`config.mk`:
```
export PLATFORM = sky130hd
export DESIGN_NAME = cr_kme_int_ctrl
export DESIGN_NICKNAME = d
export VERILOG_FILES = /design/src/rtl/cr_kme_int_ctrl.sv
export SDC_FILE = /design/constraint.sdc
export NUM_CORES = 1
export LEC_CHECK = 0
export CAP_MARGIN = 20
export CORE_ASPECT_RATIO = 0.7
export CORE_MARGIN = 1.5
export CORE_UTILIZATION = 34
export DETAILED_ROUTE_END_ITERATION = 10
export PLACE_DENSITY_LB_ADDON = 0.05
export SLEW_MARGIN = 20
export SYNTH_ARGS = -nofsm -noshare
export SYNTH_HDL_FRONTEND = slang
export SYNTH_SLANG_ARGS = --single-unit
export TNS_END_PERCENT = 10
```
`constraint.sdc`:
```
create_clock -name clk -period 1.9 [get_ports clk]
set_clock_uncertainty 0.2 [all_clocks]
set_input_delay 0.475 -clock clk [delete_from_list [all_inputs] [get_ports clk]]
set_output_delay 0.475 -clock clk [all_outputs]
set_load 0.03 [all_outputs]
```
`src/rtl/cr_kme_int_ctrl.sv`:
```
// KME interrupt-status controller: edge-detected sticky status/overflow, W1C, mask; 2-cycle set-to-IRQ latency, W1C always accepted.
// Define CR_KME_INT_COALESCE_EN to build the IDLE/ASSERT/HOLDOFF hold-off FSM on kme_interrupt.
module cr_kme_int_ctrl #(
  parameter int HOLDOFF_W = 16
) (
  input  logic                 clk,
  input  logic                 rst_n,
  input  logic                 set_gcm_tag_fail_int,
  input  logic                 set_txc_bp_int,
  input  logic [7:0]           set_rsm_is_backpressuring,
  input  logic [9:0]           int_mask,
  input  logic [9:0]           int_force,
  input  logic                 int_w1c_valid,
  input  logic [9:0]           int_w1c_data,
  input  logic [HOLDOFF_W-1:0] holdoff_cfg,
  output logic [9:0]           int_status,
  output logic [9:0]           int_overflow,
  output logic                 int_pending,
  output logic                 kme_interrupt
);

  logic [9:0] src;
  logic [9:0] src_q;
  logic [9:0] evt;
  logic [9:0] clr;

  assign src = {set_rsm_is_backpressuring, set_txc_bp_int, set_gcm_tag_fail_int};
  assign evt = (src & ~src_q) | int_force;
  assign clr = int_w1c_valid ? int_w1c_data : '0;

  // Overflow compares against pre-clear status, so an event in the clear cycle still counts.
  always_ff @(posedge clk or negedge rst_n) begin
    if (!rst_n) begin
      src_q        <= '0;
      int_status   <= '0;
      int_overflow <= '0;
    end else begin
      src_q        <= src;
      int_status   <= (int_status & ~clr) | evt;
      int_overflow <= (int_overflow & ~clr) | (evt & int_status);
    end
  end

  assign int_pending = |(int_status & ~int_mask);

`ifdef CR_KME_INT_COALESCE_EN
  typedef enum logic [1:0] {
    IDLE    = 2'd0,
    ASSERT  = 2'd1,
    HOLDOFF = 2'd2
  } state_t;

  state_t               state_q;
  state_t               state_d;
  logic [HOLDOFF_W-1:0] cnt_q;
  logic [HOLDOFF_W-1:0] cnt_d;

  always_comb begin
    state_d = state_q;
    cnt_d   = cnt_q;
    case (state_q)
      IDLE: begin
        if (int_pending) state_d = ASSERT;
      end
      ASSERT: begin
        if (!int_pending) begin
          if (holdoff_cfg == '0) begin
            state_d = IDLE;
          end else begin
            state_d = HOLDOFF;
            cnt_d   = holdoff_cfg;
          end
        end
      end
      HOLDOFF: begin
        // Pending sources wait here; IDLE picks them up one cycle after the count expires.
        cnt_d = cnt_q - HOLDOFF_W'(1);
        if (cnt_q == HOLDOFF_W'(1)) state_d = IDLE;
      end
      default: state_d = IDLE;
    endcase
  end

  always_ff @(posedge clk or negedge rst_n) begin
    if (!rst_n) begin
      state_q       <= IDLE;
      cnt_q         <= '0;
      kme_interrupt <= 1'b0;
    end else begin
      state_q       <= state_d;
      cnt_q         <= cnt_d;
      kme_interrupt <= (state_d == ASSERT);
    end
  end
`else
  logic unused_holdoff;
  assign unused_holdoff = ^holdoff_cfg;

  always_ff @(posedge clk or negedge rst_n) begin
    if (!rst_n) kme_interrupt <= 1'b0;
    else        kme_interrupt <= int_pending;
  end
`endif

endmodule

```
; ---- Yosys cells after proc, flatten, opt, wreduce, memory -nomap -nowiden
; Index checks and enable logic that the tools add are counted.
[word_totals]
regBits = 31
input_bits = 59
output_inout_bits = 22
word_cells = 17
[classes]
mux = 1
n_bitwise = 11
n_reduce_logical = 1
[ops]
columns = operator, n
row1 = $and A10 B10 Y10, 5
row2 = $not A10 Y10, 3
row3 = $or A10 B10 Y10, 3
row4 = $mux W10, 1
row5 = $reduce_or A10 Y1, 1

; ---- Depth between registers and ports, before layout
; Gate-level depths: netlist of run 1.
[logic_depth]
ltp_word = 5
depth_mapped = 3
depth_no_buf = 3

; ---- Worst setup path before layout of run 1
; Ideal clock, no wire load.
[synth_path]
path_kind = flip-flop to output port
startpoint = register int_status[0]
endpoint = output int_pending
arrival_time_ns = 1.327
path_slack_ns = -0.102
path_stages_with_launch = 4
path_cell_list = dfrtp_1 > clkinv_1 > o22ai_1 > or4_1
[synth_between]
elab_chain_len = 2
[synth_lines]
columns = element, line_no
row1 = start: declaration, 16  ; output logic [9:0] int_status,
row2 = start signal: assignment, 39  ; int_status <= (int_status & ~clr) | evt;
row3 = $and A10 B10 Y10, 44  ; assign int_pending = |(int_status & ~int_mask);
row4 = $reduce_or A10 Y1, 44
row5 = end: declaration, 18  ; output logic int_pending,
; No other way between the ends.

; ---- Final worst setup path of run 1
; Same ends and word-level chain as after synthesis.

==> flow_metrics.tcl, run 1 <==
set metrics [dict create \
    status "finished, violations left" \
    violations "negative setup slack" \
    finalCritPeriodShare_pct 115 \
    grt_antenna_before_repair 0 \
    dp_hpwl_um 2270 \
    hold_viol 0 \
    drv_slew 0 \
    synth-compound-area-share_pct 22.8 \
    netlist.area_leader.share_pct 66.0 \
    detail-route-antenna-nets 0 \
    grt_max_degree 32 \
    finalInstanceArea_um2 2120 \
    vdd_drop_max_uv 389 \
    place_ws_ns -0.980 \
    place_congestion 0.791 \
    core_area_um2 3230 \
    routed_via_density 4.49 \
    yosys.area_share.simple_pct 5.43 \
    setup_viol 1 \
    dr.pass1.iters 3 \
    cts_max_level 2 \
    powerDensity_nw_per_um2 750 \
    synthMuxAreaShare_pct 0 \
    die_w_um 73.3 \
    fmax_ghz 0.459 \
    crit_required_ns 1.22 \
    ios 81 \
    cp-end-kind "output port" \
    synth-xor-area-share_pct 0 \
    grt_overflow 0 \
    cts_tree "done" \
    leakagePower_nw 1.01 \
    grt_usage_pct 17.3 \
    die-area_um2 3830 \
    worstSetupPathType "reg2out" \
    initial_core_util_pct 36.4 \
    worst_slew_pin_slew_ns 0.329 \
    path_max_fanout 2 \
    yosys-top-cells-area "dfrtp_1, a21o_1, a22o_1" \
    drt_iter0_drc 56 \
    path_clk_slew_ns 0.06 \
    min_period_ns 2.18 \
    relSlewSlack_pct 78.1 \
    cts-root-buf "clkbuf_8" \
    yosys_warnings 0 \
    hp-class "reg2reg" \
    ys_ff_latch 31 \
    yosysTopAreaCell "dfrtp_1" \
    routedWlPerCell_um 13.1 \
    io_buffers 64 \
    synth_cell_types 13 \
    clock-sinks 31 \
    rsz0062_at_grt "true" \
    cts_made_buffers 5 \
    syn_area_per_cell_um2 12.1 \
    syn_inst 97 \
    clk_latency_ns 0.27 \
    fin_ws_ns -0.277 \
    grt_pass1_vias 1029 \
    floorplan.rows 17 \
    p_total_mw 1.59 \
    syn_nets 156 \
    place_area_um2 1990 \
    cts_hold_buffers 0 \
    synthesis.area_um2 1180 \
    area_growth_pct 79.9 \
    vias 1024 \
    fin_nets 239 \
    synth-seq-area-share_pct 66.0 \
    wl_um 2990 \
    synth_top_family_by_area "compound AO/OA/AOI/OAI gates" \
    fp.dieH_um 52.2 \
    antenna_cells 0 \
    fillCellCount 276 \
    route.detailed.drc 0 \
    grt_first_pass_wirelength_um 4750 \
    arrival_ns 1.50 \
    clock_path_buffers 2 \
    drive_gt1_share_pct 19.9 \
    maxCapViolCount 0 \
    start_kind "flop" \
    yosys.area_share.adder_pct 0 \
]
[placed cells by master (no fill, tap or decap), drive strengths merged]
cell type	instances
clkbuf	9
clkdlybuf4s50	32
o2111ai	1
nand2	10
dlymetal6s2s	2
or4	1
a22o	10
dlygate4sd2	26
dfrtp	31
o22ai	3
a21o	20
nand2b	3
buf	14
inv	16
clkinv	1
clkdlybuf4s15	2
[cell type report]
class	count	area, um^2	area share (%)
Sequential cell	31	778	36.8
Clock buffer	8	100	4.73
Tap cell	47	58.8	2.78
Timing Repair Buffer	77	732	34.6
Multi-Input combinational cell	48	383	18.1
Inverter	17	63.8	3.02
[logic make-up (layout without fill, tap and decap cells)]
kind of cell,Yosys count,after routing
AO/OA/AOI/OAI,34,34
buffers and inverters,18,102
flip-flops,31,31
AND/OR/NAND/NOR,14,14
[metal layers]
metal / vias to the layer above / GRT usage (%) / part of all wire, %
li1: 499 / - / -
met1: 482 / 21.6 / 44
met2: 37 / 27.9 / 48
met3: 6 / 5.77 / 6.7
met4: 0 / 7.10 / 1.7
met5: - / 0 / 0
[final timing paths]
path	from	slack, ns	cells after the start	to
worst max register to register	int_status[0]	0.49	3	kme_interrupt
worst max-delay path	int_status[0]	-0.28	4	int_pending
min in group asynchronous	rst_n	0.35	2	int_overflow[5]
worst min-delay path	int_overflow[9]	0.30	1	int_overflow[9]
worst min register to register	int_overflow[9]	0.30	1	int_overflow[9]
max in group asynchronous	rst_n	0.96	2	int_status[0]
[stage by stage]
| stage | util, % | TNS (ns) | hold slack (ns) | std cells |
|---|---|---|---|---|
| 4_1_cts | 65.0 | -0.385 | 0.301 | 227 |
| 3_5_place_dp | 61.6 | -1.01 | 0.283 | 219 |
| 3_3_place_gp | 61.6 | -0.985 | 0.284 | 219 |
| 6_report | 65.4 | -0.277 | 0.295 | 228 |
| 5_1_grt | 65.4 | -0.321 | 0.316 | 228 |
| 2_1_floorplan | - | 0 | -0.0206 | 97 |
[synthesized netlist by cell type]
library cell / n
a22o_2: 1
dfrtp_1: 31
o22ai_1: 3
a21o_2: 1
o2111ai_1: 1
nand2_1: 10
clkinv_1: 2
buf_2: 1
a21o_1: 19
nand2b_1: 3
or4_1: 1
inv_1: 15
a22o_1: 9
[registers in the layout, indices dropped and copies added (netlist names)]
name and cells:
src_q 10, int_status 10, kme_interrupt 1, int_overflow 10
[worst max-delay path, stage by stage, from the launching register on]
cell and delay [ns]:
dfrtp_2 0.41, inv_2 0.05, o22ai_2 0.07, or4_4 0.55, buf_6 0.16
[power by group]
group / switching (mW) / internal [mW]
clock: 0.223 / 0.330
sequential: 0.0208 / 0.701
combinational: 0.149 / 0.165
[what timing repair did]
item                       in CTS  in global routing
resized for setup              44                  7
hold endpoints to repair        0                  0
setup endpoints to repair      22                  3
setup buffers                   0                  1
pin swaps                       4                  2
Power figures use the tool's default switching activity.
==> run 2: changes to the inputs <==
--- a/config.mk
+++ b/config.mk
@@ -11,6 +11,7 @@
 export CORE_UTILIZATION = 34
 export DETAILED_ROUTE_END_ITERATION = 10
 export PLACE_DENSITY_LB_ADDON = 0.05
+export SETUP_SLACK_MARGIN = 0.4
 export SLEW_MARGIN = 20
 export SYNTH_ARGS = -nofsm -noshare
 export SYNTH_HDL_FRONTEND = slang
==> flow_metrics.tcl, run 2 (synthesis gave the netlist of run 1 again) <==
set metrics [dict create \
    status "finished, violations left" \
    violations "negative setup slack" \
    crit_required_ns 1.22 \
    seq_area_um2 781 \
    whs_ns 0.331 \
    area_growth_pct 84.8 \
    r2r_start "int_status[7]" \
    cts-root-buf "clkbuf_8" \
    crit_start "int_status[7]" \
    reg2reg_depth 3 \
    path_clk_slew_ns 0.06 \
    multi_input_area_um2 383 \
    drt_iter0_drc 32 \
    place_ws_ns -1.00 \
    hp-class "reg2reg" \
    vias 1018 \
    cp-end-kind "output port" \
    die-area_um2 3830 \
    final_cell_mix "clkdlybuf4s50_1, buf_6, dfrtp_1" \
    finalCritPeriodShare_pct 117 \
    dr.pass1.iters 2 \
    worst_slew_pin_slew_ns 0.174 \
    grt_max_degree 32 \
    p_total_mw 1.56 \
    worstSetupPathType "reg2out" \
    route.detailed.drc 0 \
    vdd_drop_max_uv 430 \
    path_max_fanout 2 \
    routed_via_density 4.48 \
    arrival_ns 1.55 \
    cts_tree "done" \
    fin_nets 238 \
    grt_pass1_vias 1024 \
    grt_usage_pct 17.1 \
    crit_end "int_pending" \
    place_congestion 0.759 \
    cts_max_level 2 \
    setup_viol 1 \
    fin_ws_ns -0.325 \
    rsz0062_at_grt "true" \
    fillCellCount 257 \
    fmax_ghz 0.449 \
    clk_latency_ns 0.28 \
    dp_hpwl_um 2130 \
    relSlewSlack_pct 88.4 \
    rrSetupSlack_ns 0.45 \
    start_kind "flop" \
    clock_path_buffers 2 \
    cts_made_buffers 5 \
    leakagePower_nw 1.06 \
    antenna_cells 0 \
    drive_gt1_share_pct 30.0 \
    core_area_um2 3230 \
    r2r_end "kme_interrupt" \
    grt_antenna_before_repair 0 \
    routedWlPerCell_um 12.8 \
    grt_first_pass_wirelength_um 4700 \
    min_period_ns 2.22 \
    hold_viol 0 \
    ios 81 \
    wl_um 2900 \
    floorplan.rows 17 \
    die_w_um 73.3 \
    maxCapViolCount 0 \
    final_common_cell "clkdlybuf4s50_1" \
    initial_core_util_pct 36.4 \
    reg_top3 "int_overflow x10, int_status x10, src_q x10" \
    grt_overflow 0 \
    detail-route-antenna-nets 0 \
    drv_slew 0 \
    io_buffers 64 \
    powerDensity_nw_per_um2 719 \
    clock-sinks 31 \
    fp.dieH_um 52.2 \
]
## run 2: cell type report
cell class | count | area share [%]
sequential | 31 | 35.9
tap | 47 | 2.71
inverter | 17 | 2.94
multi-input combinational | 48 | 17.6
timing repair buffer | 76 | 37.1
clock buffer | 7 | 3.51
clock inverter | 1 | 0.230
## run 2: metrics by stage
| step | utilization (%) | std cells | TNS, ns | instance area, um^2 |
|---|---|---|---|---|
| 2_1_floorplan | - | 97 | 0 | 1180 |
| 3_3_place_gp | 61.7 | 219 | -0.983 | 1990 |
| 3_5_place_dp | 61.7 | 219 | -1.06 | 1990 |
| 4_1_cts | 66.9 | 227 | -0.390 | 2160 |
| 5_1_grt | 67.2 | 227 | -0.383 | 2170 |
| 6_report | 67.2 | 227 | -0.325 | 2170 |
## run 2: power breakdown
group          switching, mW  total (mW)  internal (mW)
logic                  0.148       0.343          0.196
registers             0.0271       0.728          0.701
clock network          0.235       0.492          0.257
total                  0.410        1.56           1.15
## run 2: worst min-delay path by stage
| stage | from | slack (ns) | depth (start not counted) | end |
|---|---|---|---|---|
| 2_1_floorplan | rst_n | -0.02 | 0 | int_overflow[0] |
| 3_3_place_gp | int_overflow[8] | 0.28 | 1 | int_overflow[8] |
| 3_5_place_dp | int_overflow[2] | 0.29 | 1 | int_overflow[2] |
| 4_1_cts | int_overflow[0] | 0.33 | 1 | int_overflow[0] |
| 5_1_grt | int_overflow[0] | 0.34 | 1 | int_overflow[0] |
| 6_report | int_overflow[0] | 0.33 | 1 | int_overflow[0] |
## run 2: critical path, stage by stage (launching register included)
cell and delay, ns:
dfrtp_1 0.42, nand2b_4 0.08, o2111ai_2 0.12, or4_4 0.50, buf_6 0.16
## run 2: repair_timing
| action | in CTS | in global routing |
|---|---|---|
| resized for setup | 176 | 3 |
| setup endpoints to repair | 23 | 23 |
| setup buffers | 0 | 0 |
| pin swaps | 3 | 1 |
| hold buffers | 0 | 0 |
## run 2: per-layer routing
metal  routed length, um  GRT usage (%)  up-vias
li1                    -              -      495
met1                1310           21.9      477
met2                1320           25.9       38
met3                 229           6.15        8
met4                  45           8.33        0
met5                   0              0        -
